## src/rtl/pwm_peripheral.sv

```systemverilog
// 16-channel PWM peripheral: shared prescaler and 8-bit period counter, a shadowed duty register,
// and per-channel off / static-high / PWM selection with registered outputs.
module pwm_peripheral #(
  parameter int unsigned CLK_DIV = 3000
) (
  input  logic        clk,
  input  logic        rst,
  input  logic [7:0]  en_reg_out_7_0,
  input  logic [7:0]  en_reg_out_15_8,
  input  logic [7:0]  en_reg_pwm_7_0,
  input  logic [7:0]  en_reg_pwm_15_8,
  input  logic [7:0]  pwm_duty_cycle,
  output logic [15:0] out,
  output logic        period_tick
);

  localparam logic [15:0] DivLast = 16'(CLK_DIV - 1);

  logic [15:0] r_presc;
  logic [7:0]  r_cnt;
  logic [7:0]  r_duty_sh;
  logic        r_tick;
  logic [15:0] r_out;

  logic        w_step;
  logic        w_wrap;
  logic        w_pwm_sig;
  logic [15:0] w_en_out;
  logic [15:0] w_en_pwm;
  logic [15:0] w_out_d;

  assign w_step = (r_presc == DivLast);
  assign w_wrap = w_step && (r_cnt == 8'hFF);

  // 0xFF is forced high so full duty never drops for the cnt==255 slot.
  assign w_pwm_sig = (r_duty_sh == 8'hFF) || (r_cnt < r_duty_sh);

  assign w_en_out = {en_reg_out_15_8, en_reg_out_7_0};
  assign w_en_pwm = {en_reg_pwm_15_8, en_reg_pwm_7_0};
  assign w_out_d  = w_en_out & (~w_en_pwm | {16{w_pwm_sig}});

  always_ff @(posedge clk or posedge rst) begin
    if (rst) begin
      r_presc   <= 16'd0;
      r_cnt     <= 8'd0;
      r_duty_sh <= 8'd0;
      r_tick    <= 1'b0;
      r_out     <= 16'h0000;
    end else begin
      r_presc <= w_step ? 16'd0 : r_presc + 16'd1;
      if (w_step) begin
        r_cnt <= r_cnt + 8'd1;
      end
      // Duty only changes on a period boundary so a running period is never disturbed.
      if (w_wrap) begin
        r_duty_sh <= pwm_duty_cycle;
      end
      r_tick <= w_wrap;
      r_out  <= w_out_d;
    end
  end

  assign out         = r_out;
  assign period_tick = r_tick;

endmodule

```

## config.mk

```make
export PLATFORM = sky130hd
export DESIGN_NAME = pwm_peripheral
export DESIGN_NICKNAME = d
export VERILOG_FILES = /design/src/rtl/pwm_peripheral.sv
export SDC_FILE = /design/constraint.sdc
export NUM_CORES = 1
export LEC_CHECK = 0
export CORE_MARGIN = 5
export CORE_UTILIZATION = 48
export CTS_CLUSTER_DIAMETER = 80
export DETAILED_ROUTE_END_ITERATION = 10
export GPL_ROUTABILITY_DRIVEN = 1
export PLACE_DENSITY = 0.79
export SLEW_MARGIN = 40
export SYNTH_ARGS = -nofsm -noshare
export SYNTH_HDL_FRONTEND = slang
export SYNTH_SLANG_ARGS = --single-unit
```

## constraint.sdc

```tcl
create_clock -name clk -period 2.55 [get_ports clk]
set_input_delay 0.3825 -clock clk [delete_from_list [all_inputs] [get_ports clk]]
set_output_delay 0.3825 -clock clk [all_outputs]
set_load 0.005 [all_outputs]
```

==> flow_summary.yaml, run 1 <==
power_and_ir_drop:
  p_sw_share_pct: 19.6
  leakagePower_uw: 0.00140
  power.sequential.fraction_pct: 54.6
  clock_power_share_pct: 37.5
  powerDensity_mw_per_mm2: 486
  internal_power_uw: 1170
  power_frac_comb_pct: 7.9
  total_switching_power_uw: 284
  vdd_drop_max_uv: 287
clock_network:
  post_cts_buffers: 0
  cts_htree_levels: 2
  clkLatencyLatePin_ns: 0.29
  cts_sinks: 49
  reg_clk_slew_reported_paths_ns: 0.09
  postCtsResizedCells: 0
  ctsLongestPathBuffers: 2
  cts_hold_repair.buffers: 0
  cell_at_the_root_of_the_clock_tree: "sky130_fd_sc_hd__clkbuf_8"
  cts_tree: "done"
  cts_inserted_buffers: 5
placement:
  place.port_buffers: 58
  gpl.final_weighted_congestion: 0.775
  dp.final_hpwl_um: 3210
finish:
  layout.cells.most_common_list: "58 x sky130_fd_sc_hd__clkdlybuf4s50_1, 49 x sky130_fd_sc_hd__dfrtp_1, 16 x sky130_fd_sc_hd__a21boi_0"
  areaGrowthSynthToFinish_pct: 34.1
  most_common_cell_after_layout_fill_and_taps_aside: "sky130_fd_sc_hd__clkdlybuf4s50_1"
  multi_input_area_sq_um: 943
  final_core_density_pct: 67.5
  drive_gt1_share_pct: 10.5
  seqCellArea_sq_mm: 0.00123
  nFillCells: 332
  diodes: 0
  fin_nets: 297
grt:
  groute.usage.overall_pct: 15.1
  grt_antenna_before_repair: 0
  gr-total-overflow: 0
  global_route_wire_length_before_repair_um: 7450
  number_of_global_route_vias_before_repair: 1682
  grt_start_max_net_pins: 50
drt:
  drt_first_iter_violations: 71
  num_vias: 1588
  drt.antenna.violating_nets: 0
  routedWlPerCell_um: 14.0
  drc: 0
  routed_via_density: 5.31
  totalWireLength_um: 4190
  drt_pre_antenna_iters: 4
min_path:
  hold_path_class: "reg -> reg"
  holdCritStartpoint: "r_presc[0]$_DFF_PP0_"
  hold_end: "r_presc[0]$_DFF_PP0_"
  whs_path_depth: 1
worst_setup_path:
  worst-r2r-cell-count: 5
  worstSetupStartpointType: "register"
  stage_delay_of_the_slowest_cell_on_the_critical_path_ns: 0.44
  crit_chain: "ha_1 > and4_1 > nand4_2 > nor3_4 > mux2_2"
  timing.critical_path.max_delay_family: "simple AND/OR/NAND/NOR gates"
  worstPathRequired_ns: 2.73
  critical_path.max_fanout: 8
  r2r_end: "r_duty_sh[6]$_DFFE_PP0P_"
  r2r_start: "r_presc[0]$_DFF_PP0_"
  arrival_ns: 2.16
  cp_slowest_cell: "sky130_fd_sc_hd__nor3_4"
  end_kind: "register"
  critPathKind: "reg -> reg"
  critPathBufInv: 0
  rrSetupSlack_ns: 0.56
sta:
  rsz_0062_raised_after_global_routing: "no"
  finClkSkew_ns: 0.00855
  setup_viol: 0
  period_share_pct: 77.9
  timing_max_transition_violations_final: 0
  timing_worst_slew_pin_value_ns: 0.580
  setup_tns_ns: 0
  achievable-frequency_ghz: 0.504
  final-hold-violation-count: 0
  final.min_clock_period_ns: 1.99
  worst_slew_margin_rel_pct: 61.3
floorplan:
  design.core.area_sq_mm: 0.00441
  fp.dieH_um: 78.0
  start_util_pct: 50.3
  ios: 59
  chipWidth_um: 78.0
  floorplan.die_area_sq_mm: 0.00609
  core.rowCount: 24
outcome:
  status: "finished, final reports clean"
synth:
  yosysTopAreaCell: "sky130_fd_sc_hd__dfrtp_1"
  synth-edff-count: 0
  post_synth.cell_area_avg_sq_um: 12.1
  synth_cells: 183
  syn_area_sq_mm: 0.00222
  predominant_post_synthesis_flop_cell: "sky130_fd_sc_hd__dfrtp_1"
  synthArstFlopShare_pct: 100
  post_synth_num_cell_types: 36
  syn_nets: 234
  synth.top_cell.area_share_pct: 55.2
  synth-warning-count: 0
  synth.top_cells.by_area: "sky130_fd_sc_hd__dfrtp_1 55%, sky130_fd_sc_hd__a21boi_0 5.4%, sky130_fd_sc_hd__ha_1 5.1%, sky130_fd_sc_hd__mux2_2 5.1%, sky130_fd_sc_hd__xor2_1 3.5%"
  postSynthRegisterBits: 49
  fraction_of_the_yosys_area_taken_by_sequential_cells_pct: 55.2
run:
  drv_cap: 0
-- layout make-up --
class / count / area share (%)
clock buffers: 6 / 2.44
clock inverters: 2 / 1.30
inverters: 8 / 1.01
multi-input cells: 121 / 31.7
flip-flops and latches: 49 / 41.2
well taps: 52 / 2.18
repair buffers: 61 / 20.2
-- metal layers --
layer | routed length, um | vias up | GRT usage [%]
li1 | - | 774 | -
met2 | 1920 | 51 | 24.2
met3 | 454 | 5 | 6.86
met1 | 1750 | 758 | 18.1
met4 | 63 | 0 | 5.07
met5 | 0 | - | 0
-- worst reg2reg max path: cells and delay by family, from the launching register on --
| family | cells | cell delay [ns] |
|---|---|---|
| DFF | 1 | 0.39 |
| and+or+nand+nor | 3 | 0.85 |
| muxes | 1 | 0.39 |
| adders and majority gates | 1 | 0.23 |
-- synthesized netlist by cell type, types with 2 or more instances --
cell	instances
sky130_fd_sc_hd__xnor2_1	8
sky130_fd_sc_hd__nor2_1	10
sky130_fd_sc_hd__nand2_1	7
sky130_fd_sc_hd__clkbuf_1	3
sky130_fd_sc_hd__nor3_1	4
sky130_fd_sc_hd__mux2_2	10
sky130_fd_sc_hd__a21oi_1	2
sky130_fd_sc_hd__nor2b_1	2
sky130_fd_sc_hd__nor4_1	2
sky130_fd_sc_hd__buf_2	2
sky130_fd_sc_hd__dfrtp_1	49
sky130_fd_sc_hd__xor2_1	9
sky130_fd_sc_hd__and4_1	5
sky130_fd_sc_hd__and2_1	3
sky130_fd_sc_hd__and3_1	4
sky130_fd_sc_hd__ha_1	9
sky130_fd_sc_hd__inv_1	8
sky130_fd_sc_hd__nand4_1	5
sky130_fd_sc_hd__a21boi_0	16
sky130_fd_sc_hd__and4b_1	2
sky130_fd_sc_hd__nand3_1	8
-- state kept, by name, indices dropped and copies added, names as in the netlist --
| name | cells |
|---|---|
| period_tick | 1 |
| r_duty_sh | 8 |
| r_presc | 16 |
| r_cnt | 8 |
| out | 16 |
-- kinds of logic (layout without fill, tap and decap cells) --
family                   after synthesis  count (layout)  share of synthesized area [%]
flip-flops                            49              49                           55.2
multiplexers                          11              11                           5.52
buffers and inverters                 13              77                           2.31
XOR/XNOR                              17              17                           6.70
AO/OA/AOI/OAI                         26              26                           8.79
adder cells (fa/ha/maj)                9               9                           5.07
AND/OR/NAND/NOR                       58              58                           16.4
-- power by group through the flow --
stage	Sequential [uW]	Combinational, uW	Clock, uW
final	792	114	543
after global routing	794	125	590
after CTS	792	117	557
after detailed placement	808	117	0
after global placement	807	115	0
after floorplan	810	19.5	0
-- through the flow --
step           power [uW]  setup slack (ns)  instance area, sq um  instances  hold WS (ns)
4_1_cts              1470             0.575                  2980        299         0.487
3_3_place_gp          922             0.647                  2870        291         0.462
6_report             1450             0.564                  2980        299         0.490
5_1_grt              1510             0.384                  2980        299         0.503
3_5_place_dp          925             0.599                  2870        291         0.475
2_1_floorplan         829             0.651                  2220        183         0.448
-- how the worst max path moves through the flow --
stage,to,cells after the start,startpoint,slack (ns)
detailed placement,r_duty_sh[6]$_DFFE_PP0P_,5,r_presc[0]$_DFF_PP0_,0.60
global placement,r_duty_sh[5]$_DFFE_PP0P_,4,r_presc[3]$_DFF_PP0_,0.65
finish,r_duty_sh[6]$_DFFE_PP0P_,5,r_presc[0]$_DFF_PP0_,0.56
CTS,r_duty_sh[6]$_DFFE_PP0P_,5,r_presc[0]$_DFF_PP0_,0.57
floorplan,out[10]$_DFF_PP0_,6,r_cnt[7]$_DFFE_PP0N_,0.65
global route,r_duty_sh[6]$_DFFE_PP0P_,4,r_presc[3]$_DFF_PP0_,0.38
(Power assumes the default switching activity.)
==> run 2, diff against run 1 <==
--- a/config.mk
+++ b/config.mk
@@ -6,11 +6,11 @@
 export NUM_CORES = 1
 export LEC_CHECK = 0
 export CORE_MARGIN = 5
-export CORE_UTILIZATION = 48
+export CORE_UTILIZATION = 43
 export CTS_CLUSTER_DIAMETER = 80
 export DETAILED_ROUTE_END_ITERATION = 10
 export GPL_ROUTABILITY_DRIVEN = 1
-export PLACE_DENSITY = 0.79
+export PLACE_DENSITY = 0.75
 export SLEW_MARGIN = 40
 export SYNTH_ARGS = -nofsm -noshare
 export SYNTH_HDL_FRONTEND = slang
==> constraint.sdc (replaced) <==
create_clock -name clk -period 1.7 [get_ports clk]
set_input_delay 0.255 -clock clk [delete_from_list [all_inputs] [get_ports clk]]
set_output_delay 0.255 -clock clk [all_outputs]
set_load 0.005 [all_outputs]
==> run 2 against run 1 <==
Against the previous run: sequential cell count did not move; non-clock buffer count increased by 39; critical path depth up 3; clock power increased by 22%; register-to-register slack worse by 0.55 ns; largest power group unchanged; combinational power grew 58%; clock skew up 0.0018 ns; sequential share of layout area shrank 6.1 points; routed wire length grew 21%; worst hold slack got worse by 0.19 ns; sequential power increased by 50%; final cell count rose by 19%.
==> flow_summary.yaml, run 2 (synthesized netlist as in run 1, its figures left out) <==
worst_setup_path:
  rrSetupSlack_ns: 0.02
  critPathBufInv: 3
  worstPathRequired_ns: 1.92
  end_kind: "register"
  stage_delay_of_the_slowest_cell_on_the_critical_path_ns: 0.40
  critPathKind: "reg -> reg"
  cp_slowest_cell: "sky130_fd_sc_hd__dfrtp_1"
  crit_chain: "inv_2 > ha_4 > buf_4 > a41o_1 > a21oi_2 > o32ai_4 > buf_12 > a21boi_0"
  worstSetupStartpointType: "register"
  worst-r2r-cell-count: 8
  critical_path.max_fanout: 16
  crit_cells: 8
  timing.critical_path.max_delay_family: "compound AO/OA/AOI/OAI gates"
  arrival_ns: 1.91
sta:
  rsz_0062_raised_after_global_routing: "yes"
  setup_viol: 0
  final-hold-violation-count: 0
  final.min_clock_period_ns: 1.68
  timing_worst_slew_pin_value_ns: 0.343
  finClkSkew_ns: 0.0103
  timing.final.ws_setup_ns: 0.0164
  timing_max_transition_violations_final: 0
  period_share_pct: 99.0
  achievable-frequency_ghz: 0.594
  worst_slew_margin_rel_pct: 77.1
finish:
  diodes: 0
  drive_gt1_share_pct: 29.0
  areaGrowthSynthToFinish_pct: 57.8
  final_core_density_pct: 69.1
  multi_input_area_sq_mm: 0.00113
  layout.cells.most_common_list: "58 x sky130_fd_sc_hd__clkdlybuf4s50_1, 47 x sky130_fd_sc_hd__dfrtp_1, 35 x sky130_fd_sc_hd__buf_4"
  nFillCells: 392
  finalInstanceArea_sq_mm: 0.00350
  fin_nets: 336
  seqCellArea_sq_mm: 0.00123
  most_common_cell_after_layout_fill_and_taps_aside: "sky130_fd_sc_hd__clkdlybuf4s50_1"
clock_network:
  cell_at_the_root_of_the_clock_tree: "sky130_fd_sc_hd__clkbuf_8"
  cts_htree_levels: 2
  cts_inserted_buffers: 5
  cts_sinks: 49
  reg_clk_slew_reported_paths_ns: 0.09
  clkLatencyLatePin_ns: 0.31
  cts_tree: "done"
  ctsLongestPathBuffers: 2
power_and_ir_drop:
  power.sequential.fraction_pct: 58.5
  p_sw_share_pct: 21.2
  internal_power_uw: 1600
  vdd_drop_max_uv: 429
  total_power_uw: 2030
  powerDensity_mw_per_mm2: 579
  total_switching_power_uw: 431
  leakagePower_uw: 0.00163
  clock_power_share_pct: 32.6
  power_frac_comb_pct: 8.9
grt:
  number_of_global_route_vias_before_repair: 1760
  busiest_layer: "met2"
  groute.usage.overall_pct: 15.6
  global_route_wire_length_before_repair_um: 7820
  grt_start_max_net_pins: 50
  groute.layer.met1.usage_pct: 17.7
  grt_antenna_before_repair: 0
  gr-total-overflow: 0
  grt_util_met2_pct: 26.5
  use_met3_pct: 5.81
drt:
  drt_first_iter_violations: 86
  drc: 0
  routed_via_density: 4.98
  drt_pre_antenna_iters: 4
  num_vias: 1773
  drt.antenna.violating_nets: 0
  totalWireLength_um: 5060
  routedWlPerCell_um: 14.2
floorplan:
  start_util_pct: 43.8
  core.rowCount: 26
  ios: 59
  chipWidth_um: 81.9
  design.core.area_sq_mm: 0.00507
  floorplan.die_area_sq_mm: 0.00670
  fp.dieH_um: 81.9
placement:
  dp.final_hpwl_um: 3660
  gpl.final_weighted_congestion: 0.799
  place_worst_setup_slack_ns: -0.474
  postPlaceCellArea_sq_mm: 0.00320
  place.port_buffers: 58
min_path:
  hold_path_class: "in -> async"
run:
  drv_cap: 0
outcome:
  status: "finished, final reports clean"
run 2: cell types whose count changed in the layout (fill, tap and decap cells not counted), sizes merged:
| cell | change |
|---|---|
| bufinv | -1 |
| buf | +39 |
| clkinv | +1 |
run 2: worst paths after layout:
| path | start | end |
|---|---|---|
| max in group asynchronous | rst | r_presc[13]$_DFF_PP0_ |
| worst min register to register | r_duty_sh[0]$_DFFE_PP0P_ | r_duty_sh[0]$_DFFE_PP0P_ |
| min in group clk | en_reg_pwm_7_0[4] | out[4]$_DFF_PP0_ |
| worst max register to register | r_duty_sh[7]$_DFFE_PP0P_ | out[0]$_DFF_PP0_ |
| worst max-delay path | r_duty_sh[7]$_DFFE_PP0P_ | out[0]$_DFF_PP0_ |
| worst min-delay path | rst | r_cnt[4]$_DFFE_PP0N_ |
run 2: timing repair:
action / in CTS / in global routing
gates resized for setup: 21 / 26
hold endpoints to repair: 0 / 0
pin swaps: 3 / 3
hold buffers: 0 / 0
buffers inserted: 4 / 2
endpoints found under the setup margin: 28 / 37
run 2: area by class of cell:
cell class | instances | area share [%]
clock buffers | 6 | 2.07
inverters | 8 | 0.857
repair buffers | 100 | 27.1
well taps | 70 | 2.50
flip-flops and latches | 49 | 35.1
multi-input cells | 121 | 32.2
clock inverters | 2 | 0.286
run 2: stage by stage:
stage	TNS, ns	hold WS, ns	cells
after floorplan	0	0.357	183
after CTS	0	0.312	354
after global routing	-0.748	0.331	356
after global placement	-4.88	0.499	342
final	0	0.304	356
after detailed placement	-6.86	0.527	342
run 2: metal layers:
| layer | vias to the layer above | share of wire (%) |
|---|---|---|
| li1 | 853 | - |
| met1 | 853 | 40 |
| met2 | 58 | 49 |
| met3 | 9 | 8.7 |
| met4 | 0 | 1.6 |
| met5 | - | 0 |
run 2: power by group through the flow:
stage / clock network (uW) / logic (uW) / registers, uW
6_report: 661 / 180 / 1190
3_5_place_dp: 0 / 179 / 1210
2_1_floorplan: 0 / 29.3 / 1210
5_1_grt: 726 / 196 / 1190
4_1_cts: 680 / 182 / 1190
3_3_place_gp: 0 / 176 / 1210
run 2: worst min-delay path: cells and delay by family:
| kind | cells | cell delay, ns |
|---|---|---|
| buffers and inverters | 3 | 0.73 |
==> patch 1: new RTL, config.mk and constraints of run 2 <==
Put one more register stage on the output `period_tick`, with the module's reset. The value now appears one clock later. The other outputs are not delayed to match.
--- a/src/rtl/pwm_peripheral.sv
+++ b/src/rtl/pwm_peripheral.sv
@@ -61,7 +61,13 @@
   end
 
   assign out         = r_out;
-  assign period_tick = r_tick;
+  always_ff @(posedge clk or posedge rst) begin
+    if (rst) begin
+      period_tick <= '0;
+    end else begin
+      period_tick <= r_tick;
+    end
+  end
 
 endmodule
 
Formal check against the unedited RTL: same outputs for any inputs over 10 cycles, from zero or initial values and one cycle with rst high; that may be too few to reach the edited logic, so the function may still have changed.
==> patch 1 against run 2 <==
- wire length up 2.7%
- clock power up 25%
- sequential cell count up 1
- count of clock-buffer cells in the layout unchanged
- worst setup slack worse by 0.0052 ns
- critical path depth down 3
- clock skew down 0.0049 ns
- total power up 9.5%
- design area up 2.6%
- area after synthesis up 1.1%
- via count down 0.34%
- fmax down 0.31%
==> patch 1: results (changes against run 2) <==
** Worst setup path
- Maximum fanout along the worst path :: 8 (was 16)
- Slowest stage cell, crit path :: dfrtp_2 (was dfrtp_1)
- The arrival time at the worst endpoint is 1.88 ns (was 1.91 ns).
- Crit-path leading delay family :: simple AND/OR/NAND/NOR gates (was compound AO/OA/AOI/OAI gates)
- The highest cell delay on the worst timing path was 0.44 ns (was 0.40 ns).

** Synth
- Part of the Yosys area used for sequential elements :: 0.557 (was 0.552)
- Most instantiated cells after synthesis: dfrtp_1 (50), a21boi_0 (16), mux2_2 (10), nor2_1 (10) (was dfrtp_1 (49), a21boi_0 (16), mux2_2 (10), nor2_1 (10)).
- Syn nets :: 235 (was 234)
- Share of flip-flops with an asynchronous set or reset :: 1.00 (unchanged)
- The count of cell types in the netlist is 36 (unchanged).
- Count of warnings emitted by yosys :: 0 (unchanged)
- Most used DFF post-synth :: dfrtp_1 (unchanged)
- Ranking of synthesized cells by area :: dfrtp_1 (56%), a21boi_0 (5.3%), ha_1 (5.0%) (was dfrtp_1 (55%), a21boi_0 (5.4%), ha_1 (5.1%))

** Clock tree
- The number of buffers inserted during clock tree synthesis came to 5 (unchanged).
- Clk Tree Root Cell :: clkbuf_8 (unchanged)
- Insertion delay to the later sink of the worst-skew pair :: 0.30 ns
- The clock-pin slew of the registers on the worst-case setup and hold paths came to 0.09 ns (about the same).
- The level count of the clock H-tree was 2 (unchanged).
- The CTS tree is built (unchanged).
- The buffer depth of the longest clock path was 2 (unchanged).

** Route
- First-pass iteration count of the detailed router :: 4 (unchanged)
- The post-detailed-route via-to-cell ratio is 4.96 (was 4.98).
- The detailed router's first-iteration violation count is 76 (was 86).
- Wire per inst :: 14.6 um (was 14.2 um)

** Global route
- The via count of the first global-routing pass came to 1839 (was 1760).
- Aggregate global-route resource usage :: 0.162 (was 0.156)
- Antenna violations before repair :: 0 (unchanged)
- The first-pass GRT wire length is 8.22 mm (was 7.82 mm).
- Maximum number of pins on one net before global-route repair :: 25 (was 50)

** STA
- The final number of hold-violating endpoints is 0 (unchanged).
- Final clock skew :: 0.00547 ns (was 0.0103 ns)
- The actual transition at the worst max-transition pin came to 0.347 ns (was 0.343 ns).

** Finish
- Antenna diode instance count :: 0 (unchanged)
- Nets :: 336 (unchanged)
- Share of layout cells above drive strength 1 :: 0.322 (was 0.290)

** Place
- Standard cell area after detailed placement :: 3210 sq um (was 3200 sq um)
- GP Congestion :: 0.797 (was 0.799)
- DP HPWL :: 3.81 mm (was 3.66 mm)
- The count of input and output buffers came to 58 (unchanged).

** Power and ir drop
- Leakage dissipation :: 1.66 nW (was 1.63 nW)
- The worst ir drop on vdd was 0.000486 V (was 0.000429 V).

** Run status
- Outcome :: finished clean (unchanged)

** Hold path
- The type of the worst min-delay path was input pin to async pin (unchanged).
-- patch 1: cell types whose count changed after synthesis --
cell	delta
dfrtp_1	+1
-- patch 1: repair_timing --
| item | CTS | global route |
|---|---|---|
| setup buffers | 4 | 2 |
| setup endpoints to repair | 24 | 31 |
| gates cloned | 0 | 1 |
| gates resized for setup | 22 | 44 |
| pin swaps | 6 | 14 |
-- patch 1: worst paths after layout --
path,start,endpoint,slack [ns],cells past startpoint
min in group clk,r_tick,period_tick,0.35,0
worst min-delay path,rst,r_presc[2],0.23,2
worst min register to register,r_tick,period_tick,0.35,0
worst max register to register,r_presc[14],r_duty_sh[6],0.01,5
worst max-delay path,r_presc[14],r_duty_sh[6],0.01,5
max in group asynchronous,rst,out[14],0.99,3
-- patch 1: area by class of cell --
type / count / area, sq um
timing repair buffer: 99 / 948
fill: 364 / 1480
clock buffer: 6 / 72.6
inverter: 8 / 30.0
clock inverter: 2 / 37.5
tap: 70 / 87.6
sequential: 50 / 1250
multi-input combinational: 121 / 1170
-- patch 1: power breakdown --
group	total, mW	internal (mW)	leakage [nW]	switching (mW)
clock network	0.825	0.439	0.0514	0.386
logic	0.185	0.132	0.944	0.0532
registers	1.21	1.21	0.665	0.00460
total	2.22	1.78	1.66	0.444
-- patch 1: cell families after synthesis --
family,count (synthesis),synth area share
AND/OR/NAND/NOR,58,0.162
flip-flops,50,0.557
AO/OA/AOI/OAI,26,0.0869
XOR/XNOR,17,0.0663
buffers and inverters,13,0.0228
multiplexers,11,0.0546
adder cells (fa/ha/maj),9,0.0501
-- patch 1: stage by stage --
stage	setup WS, ns	TNS, ns	instances	power (mW)
final	0.0112	0	356	2.22
after global routing	-0.0736	-1.10	356	2.30
after CTS	-0.0437	-0.264	353	2.24
after detailed placement	-0.417	-6.39	341	1.42
after global placement	-0.304	-4.86	341	1.41
after floorplan	0.00370	0	184	1.27
-- patch 1: metal layers --
metal  part of all wire  track usage  routed length, um
met1               0.42        0.189               2180
met5                  0            0                  0
met4              0.015       0.0698                 80
met3              0.077       0.0564                398
met2               0.49        0.269               2540
-- patch 1: worst reg2reg max path, stage by stage, from the launching register on --
cell	delay, ns
dfrtp_2	0.44
nor4b_4	0.33
nand4_4	0.16
nor3_4	0.18
buf_12	0.16
mux2_4	0.30
==> patch 2: new RTL, settings of run 2 <==
Made on the original files. The parameter `CLK_DIV` goes from 3000 to 1500.
--- a/src/rtl/pwm_peripheral.sv
+++ b/src/rtl/pwm_peripheral.sv
@@ -1,7 +1,7 @@
 // 16-channel PWM peripheral: shared prescaler and 8-bit period counter, a shadowed duty register,
 // and per-channel off / static-high / PWM selection with registered outputs.
 module pwm_peripheral #(
-  parameter int unsigned CLK_DIV = 3000
+  parameter int unsigned CLK_DIV = 1500
 ) (
   input  logic        clk,
   input  logic        rst,
Function: same outputs for any inputs over 10 cycles, from zero or initial values and one cycle with rst high; that may be too few to reach the edited logic, so the function may still have changed.
==> patch 2 against run 2 <==
- the flow now finishes with violations (setup timing)
- non-clock buffer count fell by 5
- sequential cell count unchanged
- total power increased by 0.78%
- sequential share of layout area is 0.62 points higher
- worst setup slack got worse by 0.13 ns
- area after synthesis decreased by 2.0%
- wire length is 5.0% lower
- synthesized cell count decreased by 3.8%
- clock power about the same
- design area decreased by 1.9%
==> patch 2: results (changes against run 2) <==
** Worst setup path
- Highest cell delay on the worst timing path :: 0.42 ns (was 0.40 ns)
- The logic depth of the worst register-to-register path is 6 (was 8).
- The endpoint of the lowest-slack register-to-register path is out[9] (was out[0]).
- Maximum fanout along the worst path :: 8 (was 16)

** Global route
- Global routing usage on met3 :: 0.0765 (was 0.0581)
- The global routing usage summed across all routing layers was 0.152 (was 0.156).
- First-pass GRT wire length :: 7.64 mm (was 7.82 mm)
- Number of global-route vias before repair :: 1780 (was 1760)
- Met2 Resource Use GR :: 0.241 (was 0.265)
- Met1 usage in global routing :: 0.174 (was 0.177)

** Finish
- Clock buffer count :: 5 (was 6)
- The multi-input gate area in the final layout came to 1100 sq um (was 1130 sq um).
- The total number of nets in the final design was 326 (was 336).
- Fillcell total :: 343 (was 392)
- Non-clock buffer contribution to total cell area :: 0.266 (was 0.271)
- The count of plain and timing-repair buffers in the layout came to 95 (was 100).
- Clock-cell share of area :: 0.0251 (was 0.0236)

** Clock tree
- The count of buffers added by post-CTS timing repair for setup is 1 (was 4).
- Cts repair resizes :: 22 (was 21)

** Synth
- Yosys cell types :: 34 (was 36)
- Ranking of synthesized cells by area :: dfrtp_1 (56%), a21boi_0 (5.5%), ha_1 (5.2%) (was dfrtp_1 (55%), a21boi_0 (5.4%), ha_1 (5.1%))
- Share of the synthesized area in compound gates (AO/OA/AOI/OAI) :: 0.0863 (was 0.0879)
- The portion of netlist area occupied by mux cells is 0.0466 (was 0.0552).
- The share of the yosys chip area belonging to registers is 0.564 (was 0.552).
- Most instantiated cells after synthesis: dfrtp_1 (49), a21boi_0 (16), nor2_1 (11), xor2_1 (11) (was dfrtp_1 (49), a21boi_0 (16), mux2_2 (10), nor2_1 (10)).

** Power and ir drop
- The static leakage power was 1.56 nW (was 1.63 nW).
- The switching power came to 0.440 mW (was 0.431 mW).
- Clock-net power :: 0.663 mW (was 0.661 mW)
- The power per standard cell area is 595 nW/um^2 (was 579 nW/um^2).

** Route
- The post-detailed-route via-to-cell ratio was 4.83 (was 4.98).
- Routed wl met3 :: 488 um (was 439 um)
- Final WL :: 4.81 mm (was 5.06 mm)

** STA
- The worst setup slack after layout was -0.109 ns (was 0.0164 ns).
- The final count of negative-setup-slack endpoints was 16 (was 0).
- Final TNS setup :: -1.14 ns (was 0 ns)

** Run status
- Violated checks :: setup timing
- Outcome :: finished with violations (was finished clean)
-- patch 2: logic make-up (layout without fill, tap and decap cells) --
| kind of cell | after synthesis | count (layout) |
|---|---|---|
| simple gates | 53 | 53 |
| flops | 49 | 49 |
| compound gates | 25 | 25 |
| xor+xnor | 20 | 20 |
| buf+inv | 11 | 111 |
| fa+ha+maj | 9 | 9 |
| mux | 9 | 9 |
-- patch 2: worst max-delay path by stage --
stage | start | end | slack (ns) | cells after the start
after floorplan | r_cnt[1] | out[10] | 0.007 | 5
after global placement | r_cnt[5] | out[0] | -0.28 | 5
after detailed placement | r_cnt[5] | out[3] | -0.34 | 5
after CTS | r_duty_sh[6] | out[8] | -0.02 | 8
after global routing | r_cnt[6] | out[10] | -0.16 | 6
final | r_cnt[6] | out[9] | -0.11 | 6
-- patch 2: stage by stage --
stage	cells	worst slack [ns]
after detailed placement	333	-0.342
after floorplan	176	0.00733
final	343	-0.109
after CTS	342	-0.0212
after global placement	333	-0.278
after global routing	343	-0.164
